==> src/rtl/audio_meter_pkg.sv <==
// audio_meter_pkg: shared defaults and mode encoding for the audio level meter.
//   DEF_SW / DEF_NUM_CH / DEF_HW / DEF_DECAY_CYCLES : default parameter values
//   MODE_INST / MODE_PEAK                            : 'mode' input encoding
package audio_meter_pkg;

  localparam int DEF_SW           = 16;
  localparam int DEF_NUM_CH       = 8;
  localparam int DEF_HW           = 4;
  localparam int DEF_DECAY_CYCLES = 48000;

  localparam logic MODE_INST = 1'b0;
  localparam logic MODE_PEAK = 1'b1;

endpackage

==> src/rtl/audio_level_meter_abs_sat.sv <==
// abs_sat: combinational saturating absolute value.
//   din [SW-1:0]  signed two's complement input
//   mag [SW-2:0]  |din|; the most negative input saturates to all ones
module abs_sat #(
  parameter int SW = 16
) (
  input  logic [SW-1:0] din,
  output logic [SW-2:0] mag
);

  logic [SW-1:0] neg;

  assign neg = ~din + SW'(1);

  // Only -2^(SW-1) negates to a value with the sign bit still set.
  always_comb begin
    if (!din[SW-1])    mag = din[SW-2:0];
    else if (neg[SW-1]) mag = '1;
    else               mag = neg[SW-2:0];
  end

endmodule

==> src/rtl/audio_level_meter.sv <==
// audio_level_meter: multi-channel bar-height generator.
// Three-stage pipeline: abs/sat -> shift/floor/clamp -> per-channel update,
// plus a free-running decay counter for peak-hold mode.
//   clk, rst (async, active low)
//   sample_valid, sample_in [SW], sample_ch [CHW] : time-multiplexed input
//   shift [4], floor_sub [HW], mode               : runtime controls
//   heights [NUM_CH*HW]                           : channel c at [c*HW +: HW]
//   height_valid, height_ch [CHW]                 : update pulse, 3 cycles after input
module audio_level_meter
  import audio_meter_pkg::*;
#(
  parameter int SW           = DEF_SW,
  parameter int NUM_CH       = DEF_NUM_CH,
  parameter int CHW          = $clog2(NUM_CH),
  parameter int HW           = DEF_HW,
  parameter int DECAY_CYCLES = DEF_DECAY_CYCLES
) (
  input  logic                 clk,
  input  logic                 rst,
  input  logic                 sample_valid,
  input  logic [SW-1:0]        sample_in,
  input  logic [CHW-1:0]       sample_ch,
  input  logic [3:0]           shift,
  input  logic [HW-1:0]        floor_sub,
  input  logic                 mode,
  output logic [NUM_CH*HW-1:0] heights,
  output logic                 height_valid,
  output logic [CHW-1:0]       height_ch
);

  localparam int STAGES = 3;
  localparam int MW     = SW - 1;
  localparam int CW     = (DECAY_CYCLES > 1) ? $clog2(DECAY_CYCLES) : 1;
  localparam logic [MW-1:0] LVL_MAX = MW'((2 ** HW) - 1);

  logic [STAGES:1] vld_pipe;
  logic            s0_vld;
  logic [MW-1:0]   s0_mag;

  logic [MW-1:0]   s1_mag;
  logic [CHW-1:0]  s1_ch;

  logic [MW-1:0]   s_shr, s_sub;
  logic [HW-1:0]   s_lvl;
  logic [HW-1:0]   s2_lvl;
  logic [CHW-1:0]  s2_ch;

  logic [CW-1:0]   dcnt;
  logic            tick, dec_en;

  logic [NUM_CH-1:0][HW-1:0] h_q, h_nxt;

  // Stage 1: out-of-range channels never enter the pipeline.
  assign s0_vld = sample_valid && (int'(sample_ch) < NUM_CH);

  abs_sat #(.SW(SW)) u_abs (
    .din (sample_in),
    .mag (s0_mag)
  );

  // Stage 2: compare at full magnitude width before truncating to HW.
  always_comb begin
    s_shr = s1_mag >> shift;
    s_sub = (s_shr > MW'(floor_sub)) ? s_shr - MW'(floor_sub) : '0;
    s_lvl = (s_sub > LVL_MAX) ? '1 : s_sub[HW-1:0];
  end

  // Decay tick on counter wrap; only acts in peak-hold mode.
  assign tick   = (dcnt == CW'(DECAY_CYCLES - 1));
  assign dec_en = tick && (mode == MODE_PEAK);

  // Stage 3: decay first, then merge the incoming level so a same-cycle
  // update sees the decremented height. Back-to-back samples for one
  // channel need no forwarding since the update reads h_q directly.
  always_comb begin
    logic [HW-1:0] hd;
    h_nxt = h_q;
    for (int c = 0; c < NUM_CH; c++) begin
      hd = (dec_en && h_q[c] != '0) ? h_q[c] - HW'(1) : h_q[c];
      if (vld_pipe[2] && s2_ch == CHW'(c)) begin
        if (mode == MODE_PEAK) h_nxt[c] = (s2_lvl > hd) ? s2_lvl : hd;
        else                   h_nxt[c] = s2_lvl;
      end else begin
        h_nxt[c] = hd;
      end
    end
  end

  always_ff @(posedge clk or negedge rst) begin
    if (!rst) begin
      vld_pipe  <= '0;
      s1_mag    <= '0;
      s1_ch     <= '0;
      s2_lvl    <= '0;
      s2_ch     <= '0;
      h_q       <= '0;
      height_ch <= '0;
      dcnt      <= '0;
    end else begin
      vld_pipe <= {vld_pipe[STAGES-1:1], s0_vld};
      dcnt     <= tick ? '0 : dcnt + CW'(1);
      if (s0_vld) begin
        s1_mag <= s0_mag;
        s1_ch  <= sample_ch;
      end
      if (vld_pipe[1]) begin
        s2_lvl <= s_lvl;
        s2_ch  <= s1_ch;
      end
      if (vld_pipe[2]) height_ch <= s2_ch;
      h_q <= h_nxt;
    end
  end

  assign heights      = h_q;
  assign height_valid = vld_pipe[STAGES];

endmodule

==> config.mk <==
export PLATFORM = sky130hd
export DESIGN_NAME = audio_level_meter
export DESIGN_NICKNAME = d
export VERILOG_FILES = /design/src/rtl/audio_meter_pkg.sv /design/src/rtl/audio_level_meter_abs_sat.sv /design/src/rtl/audio_level_meter.sv
export SDC_FILE = /design/constraint.sdc
export NUM_CORES = 1
export LEC_CHECK = 0
export BUFFER_PORTS_ARGS = -buffer_cell sky130_fd_sc_hd__buf_2
export CAP_MARGIN = 20
export CORE_ASPECT_RATIO = 0.8
export CORE_MARGIN = 10
export CORE_UTILIZATION = 50
export DETAILED_ROUTE_END_ITERATION = 8
export MAX_ROUTING_LAYER = met4
export PLACE_DENSITY = 0.7
export SLEW_MARGIN = 10
export SYNTH_ARGS = -nofsm -noshare
export SYNTH_HDL_FRONTEND = slang
export SYNTH_SLANG_ARGS = --single-unit
==> constraint.sdc <==
create_clock -name clk -period 12.6 [get_ports clk]
set_input_delay 2.52 -clock clk [delete_from_list [all_inputs] [get_ports clk]]
set_output_delay 2.52 -clock clk [all_outputs]
set_load 0.02 [all_outputs]
* Yosys cells after proc, flatten, opt, wreduce, memory -nomap -nowiden
Index checks and enable logic that the tools add are counted.
** Cells by class
- Add/sub/neg operators :: 11
- Magnitude comparators :: 10
- Eq/ne operators :: 8
- Shift operators :: 1
- Multiplexer cells :: 37
- Bitwise operators :: 1
- Reductions and logical operators :: 26
** Operator list (number)
- $mux W4 :: 33
- $mux W15 :: 3
- $add A16 B1 Y16 const B :: 2
- $gt A4 B4 Y1 :: 8
- $reduce_bool A4 Y1 :: 8
- $sub A4 B1 Y4 const B :: 8
- $logic_and A1 B1 Y1 :: 17
- $eq A16 B16 Y1 const B :: 1
- $mux W16 :: 1
- $not A16 Y16 :: 1
- $gt A15 B4 Y1 :: 1
- $gt A15 B4 Y1 const B :: 1
- $shr A15 B4 Y15 :: 1
- $sub A15 B4 Y15 :: 1
- $eq A3 B3 Y1 const B :: 4
- $eq A3 B2 Y1 const B :: 2
- $eq A3 B1 Y1 const B :: 1
- $logic_not A3 Y1 :: 1
** Storage, ports and cells
- Flip-flop bits (word level) :: 79
- Output and inout bits :: 36

* Longest topological paths before layout
Gate-level depths: netlist (run 1).
- Word-level depth :: 8
- Gate-level depth with buffers :: 17
- Gate-level depth less buffers :: 15

* By module
Synthesis (run 1) repeated with hierarchy kept, for this count alone.
** Unflattened totals
- Cell total of the unflattened synthesis :: 621
- Area, all modules :: 6100.9 um^2
** Modules (own cells, without submodules)
- audio_level_meter :: times used 1, cells an instance 556, area an instance 5693.0 um^2
- abs_sat :: times used 1, cells an instance 65, area an instance 407.9 um^2

* Least setup slack after synthesis (run 1)
OpenSTA, ideal clock, no wires.
- Path type :: input to register
- From :: in mode
- To :: reg h_q (netlist bit heights[4])
- Library setup time :: 0.125 ns
- Arrival :: 5.647 ns
- Data required time :: 12.475 ns
- Setup slack :: 6.829 ns
- Cell stages on the path :: 14
- Cell sequence :: clkbuf_1 and2_1 buf_2 buf_2 nand2_1 mux2_2 ha_1 nor2b_1 o21ai_0 nand2b_1 a21oi_1 a41o_1 a2111oi_1 mux2_2
** RTL lines
- start: declaration :: RTL line audio_level_meter.sv:25 : input logic mode,
- end signal: assignment :: RTL line audio_level_meter.sv:111 : h_q <= h_nxt;
- end: declaration :: RTL line audio_level_meter.sv:51 : logic [NUM_CH-1:0][HW-1:0] h_q, h_nxt;

==> flow_summary.yaml, run 1 <==
critical_path:
  cp_common_cell: "mux2_2"
  cp_slowest_cell: "and2_1"
  cp-start-kind: "input pin"
  critPathRequiredTime_ns: 12.81
  max_stage_delay_ns: 0.60
  worstPathCellList: "buf_2, and2_1, nand2_1, mux2_2, ha_1, nor2b_1, o21ai_0, nand2b_1, a21oi_1, a41o_1, a2111oi_1, clkbuf_2, mux2_2"
  rrSetupSlack_ns: 7.79
  cp-end-kind: "register"
  critPathKind: "input pin to register"
  crit_fanout: 16
  worstPathArrival_ns: 5.92
cells_and_area:
  multi_input_area_sq_um: 3590
  regArea_sq_um: 1980
  fillers: 981
  area_growth_pct: 12.1
  nNetsFinal: 745
  final_cells: 818
  drive_above_1_share_pct: 18.8
  final_util_pct: 56.8
  diodes: 0
drt:
  drc: 0
  ant_nets: 0
  vias_per_cell: 5.75
  drtIter0Drc: 283
  wl_per_cell_microns: 16.6
  vias: 4704
  routed_wl_microns: 13600
  first_pass_iters: 5
die:
  die_x_microns: 140
  core_sq_um: 11400
  die_h_microns: 116
  rows: 35
  start_util_pct: 50.7
  pin_count: 67
  die_area_sq_um: 16300
clocking:
  numCtsBuffers: 9
  clk_pin_slew_worst_paths_ns: 0.06
  clockBufferDepth: 2
  post-cts-setup-buffer-count: 0
  root_buffer: "clkbuf_16"
  postCtsResizedCells: 0
  cts_hold_buf: 0
  cts_tree: "yes"
  clock-sinks: 79
  h-tree-depth: 3
  insertion_delay_ns: 0.33
timing:
  hold_violations: 0
  slew_viol_final: 0
  rsz0062_at_grt: "no"
  fin_crit_ns: 5.71
  relSlewSlack_pct: 36.8
  fin_tns_setup_ns: 0
  fmax_mhz: 175
  worstMarginPinSlew_ns: 0.949
  setup_viol_count_final: 0
  period_share_pct: 45.3
  fin_ws_ns: 6.89
  skew_ns: 0.00792
global_routing:
  grt_pass1_wl_microns: 22700
  grt_antenna_before_repair: 0
  grt.overflow.total: 0
  track_usage_pct: 17.1
  grt_max_degree: 80
  grt_pass1_vias: 4786
placement:
  port_buffers: 66
  place_inst: 802
  place_congestion: 0.909
  hpwl_microns: 10100
  dp_slack_ns: 6.38
yosys:
  yosys_register_bits: 79
  synth.top_cell.area_share_pct: 34.1
  ys_warn_count: 0
  yosysTopAreaCell: "dfrtp_1"
  syn-num-nets: 686
  synth_cell_types: 59
  synthFlopType: "dfrtp_1"
  syn_area_per_cell_sq_um: 9.54
  synth_edf_count: 0
  synthCells: 607
  synthArstFlopShare_pct: 100
  netlist_area_sq_um: 5790
  ys_seq_area_share_pct: 34.1
  synth_area_leaders: "dfrtp_1, ha_1, mux2i_1"
power_and_ir_drop:
  pwr-share-seq_pct: 33.8
  power_frac_comb_pct: 46.2
  swShare_pct: 41.5
  ir_worst_vdd_mv: 0.0751
  power.share.clock_pct: 20.0
  p_per_area_nw_per_um2: 180
  power.internal_mw: 0.683
  leakage_nw: 2.85
  netSwitchingPower_mw: 0.485
status:
  status: "finished, final reports clean"
min_path:
  hold_class: "register to register"
flow_run:
  cap_violations: 0
## metal layers
| layer | vias to the layer above | global-route usage (%) | routed length (microns) |
|---|---|---|---|
| li1 | 2339 | - | - |
| met1 | 2230 | 21.8 | 6520 |
| met4 | 0 | 4.74 | 203 |
| met5 | - | - | 0 |
| met2 | 117 | 27.4 | 6210 |
| met3 | 18 | 3.25 | 649 |
## cell families (layout without fill, tap and decap cells)
family                   count (synthesis)  count (layout)  synth area share [%]
AND/OR/NAND/NOR                        189             189                  16.8
multiplexers                            70              70                  14.1
adder cells (fa/ha/maj)                 48              48                  10.5
XOR/XNOR                                34              34                  5.14
flip-flops                              79              79                  34.1
AO/OA/AOI/OAI                          132             132                  15.5
buffers and inverters                   55             118                  3.89
## power by group through the flow
stage / clock, mW / combinational [mW] / sequential (mW)
floorplan: 0 / 0.321 / 0.444
global placement: 0 / 0.510 / 0.395
detailed placement: 0 / 0.538 / 0.398
CTS: 0.239 / 0.542 / 0.394
global route: 0.248 / 0.605 / 0.406
finish: 0.234 / 0.540 / 0.395
## synthesized netlist by cell type (10+ instances only)
cell type	instances
nand2b_1	15
nand2_1	46
xnor2_1	22
ha_1	47
clkbuf_1	12
or4_1	11
a211oi_1	11
inv_1	31
o21ai_0	25
nor2_1	53
mux2_2	27
a21oi_1	52
dfrtp_1	79
nor3_1	10
mux2i_1	36
nor2b_1	14
xor2_1	12
## area by class of cell
type,instances,area share [%]
clock buffers,10,3.53
clock inverters,5,0.540
inverters,35,2.02
multi-input cells,473,55.3
repair buffers,68,5.32
flip-flops and latches,79,30.4
well taps,148,2.85
## cells in the final DEF (no fill, tap or decap), types with 3 or more instances in the layout
cell type   n
inv_1      31
clkinv_1    3
buf_2      65
nor3b_1     8
nor3_1     10
nand3_1     8
xnor2_1    22
nand4_1     3
ha_1       47
mux4_2      6
nor2_1     53
nor4_1      4
and3_1      5
o21ai_0    25
o21ai_1     3
a41o_1      8
o221ai_1    6
mux2_2     27
dfrtp_1    79
nand2b_1   15
a211oi_1   11
nand2_1    46
clkbuf_16   9
or4_1      11
mux2i_1    36
nor2b_1    14
a21oi_1    52
a21o_1      5
xor2_1     12
o31ai_1     5
## through the flow
| step | power (mW) | instance area [sq um] | hold WS (ns) |
|---|---|---|---|
| after global placement | 0.905 | 6220 | 0.473 |
| after CTS | 1.17 | 6490 | 0.490 |
| after global routing | 1.26 | 6490 | 0.520 |
| after floorplan | 0.766 | 5790 | 0.352 |
| final | 1.17 | 6490 | 0.487 |
| after detailed placement | 0.936 | 6220 | 0.479 |
## critical path, delay by kind of cell
kind | cells | cell delay, ns
buffers and inverters | 2 | 0.47
muxes | 2 | 0.67
AOI/OAI and AO/OA | 4 | 0.95
adders and majority gates | 1 | 0.30
and+or+nand+nor | 4 | 1.02
## final timing paths
kind / end / start / cells after the start
setup / recovery: heights[4] / mode / 13
hold / removal: dcnt[0] / dcnt[0] / 1
setup reg to reg: heights[4] / dcnt[10] / 14
hold reg to reg: dcnt[0] / dcnt[0] / 1
max in group asynchronous: heights[12] / rst / 1
min in group asynchronous: dcnt[3] / rst / 1
## flip-flops by register name (all words and copies together) (netlist names)
signal	count
s1_mag	15
s1_ch	3
dcnt	16
vld_pipe	3
height_ch	3
s2_lvl	4
heights	32
s2_ch	3
Note: power is estimated with default switching activity, not from simulation.
==> inputs of run 2 (changes only) <==
--- a/config.mk
+++ b/config.mk
@@ -12,7 +12,7 @@
 export CORE_UTILIZATION = 50
 export DETAILED_ROUTE_END_ITERATION = 8
 export MAX_ROUTING_LAYER = met4
-export PLACE_DENSITY = 0.7
+export PLACE_DENSITY = 0.73
 export SLEW_MARGIN = 10
 export SYNTH_ARGS = -nofsm -noshare
 export SYNTH_HDL_FRONTEND = slang
==> constraint.sdc (replaced) <==
create_clock -name clk -period 5.1 [get_ports clk]
set_input_delay 1.02 -clock clk [delete_from_list [all_inputs] [get_ports clk]]
set_output_delay 1.02 -clock clk [all_outputs]
set_load 0.02 [all_outputs]
==> run 2 against run 1 <==
Power rose to 2.7 times the previous value. Clock skew rose by 0.00063 ns. Routed wire length increased by 7.3%. Hold slack better by 0.0043 ns. Utilization rose by 1.4 points. Sequential power grew 150%. Critical path depth unchanged. Critical path type is now register to register. Largest power group unchanged. Highest routed layer unchanged.
==> flow_summary.yaml, run 2 (synthesis results as in run 1) <==
status:
  status: "finished, final reports clean"
critical_path:
  crit_fanout: 11
  cp-end-kind: "register"
  worst-path-buf-inv: 0
  critPathKind: "register to register"
  cp_slowest_cell: "a2111oi_2"
  cp-start-kind: "register"
  critPathRequiredTime_ns: 5.30
  max_stage_delay_ns: 0.71
  worstPathArrival_ns: 4.57
  cp_common_cell: "mux2_2"
  worstPathCellList: "or4b_1, nor4_1, and2_1, nand2_1, mux2_2, ha_1, nor2b_1, o21ai_0, nand2b_1, a21oi_1, a41o_1, a2111oi_2, mux2_2"
  critPathTopFamily: "simple AND/OR/NAND/NOR gates"
drt:
  vias: 4830
  wl_per_cell_microns: 17.7
  drc: 0
  ant_nets: 0
  routed_wl_microns: 14600
  vias_per_cell: 5.85
  first_pass_iters: 4
  drtIter0Drc: 415
die:
  start_util_pct: 50.7
  die_h_microns: 116
  core_sq_um: 11400
  rows: 35
  die_x_microns: 140
  die_area_sq_um: 16300
  pin_count: 67
cells_and_area:
  layout_commonest_cell: "dfrtp_1"
  design_area_sq_um: 6660
  nNetsFinal: 751
  drive_above_1_share_pct: 19.5
  diodes: 0
  final_util_pct: 58.2
  most-common-layout-cells: "dfrtp_1, buf_2, nor2_1"
  largest_reg_flops: 32
  area_growth_pct: 14.9
timing:
  period_share_pct: 85.6
  fin_crit_ns: 4.36
  slew_viol_final: 0
  fmax_mhz: 229
  skew_ns: 0.00855
  rsz0062_at_grt: "no"
  setup_viol_count_final: 0
  fin_ws_ns: 0.736
  worstMarginPinSlew_ns: 0.768
  relSlewSlack_pct: 48.5
  fin_tns_setup_ns: 0
  hold_violations: 0
clocking:
  numCtsBuffers: 9
  post-cts-setup-buffer-count: 0
  insertion_delay_ns: 0.33
  root_buffer: "clkbuf_16"
  clock-sinks: 79
  clk_pin_slew_worst_paths_ns: 0.06
  postCtsResizedCells: 0
  cts_tree: "yes"
  cts_hold_buf: 0
  h-tree-depth: 3
  clockBufferDepth: 2
global_routing:
  grt_pass1_vias: 4984
  grt_pass1_wl_microns: 24200
  grt_antenna_before_repair: 0
  grt_max_degree: 80
  grt-busiest-layer: "met2"
  grt.overflow.total: 0
  track_usage_pct: 18.2
  gr-usage-met2_pct: 29.5
  grt_use_met3_pct: 2.56
  gr-usage-met1_pct: 22.6
power_and_ir_drop:
  ir_worst_vdd_mv: 0.212
  p_per_area_nw_per_um2: 472
  leakage_nw: 2.94
  total_power_mw: 3.14
min_path:
  hold_class: "register to register"
flow_run:
  cap_violations: 0
placement:
  dpl_cell_area_sq_um: 6270
  hpwl_microns: 10700
  port_buffers: 66
  dp_slack_ns: 0.530
  place_congestion: 0.950
-- run 2: cell type report --
cell class                 instances  area [sq um]
timing repair buffer              74           413
clock inverter                     5           129
clock buffer                      11           233
inverter                          35           131
multi-input combinational        473          3590
tap                              148           185
fill                            1005          4770
sequential                        79          1980
-- run 2: final timing paths --
check	from	endpoint	slack [ns]	depth (start not counted)
setup / recovery	dcnt[10]	heights[0]	0.74	13
hold / removal	dcnt[0]	dcnt[0]	0.49	1
setup reg to reg	dcnt[10]	heights[0]	0.74	13
hold reg to reg	dcnt[0]	dcnt[0]	0.49	1
max in group asynchronous	rst	s2_lvl[0]	3.90	2
min in group asynchronous	rst	dcnt[0]	0.61	1
-- run 2: per-stage QoR --
stage          hold WS [ns]  cells
3_5_place_dp          0.485    808
5_1_grt               0.511    825
3_3_place_gp          0.466    808
2_1_floorplan         0.352    607
6_report              0.491    825
4_1_cts               0.493    824
-- run 2: metal layers --
metal	routed length, microns	vias to the layer above
met1	6660	2322
met3	705	30
met4	384	0
li1	-	2346
met2	6820	132
met5	0	-
-- run 2: power breakdown --
group	internal (mW)	switching, mW	leakage [nW]
clock network	0.530	0.254	0.174
registers	0.783	0.204	0.907
logic	0.588	0.780	1.85
total	1.90	1.24	2.94
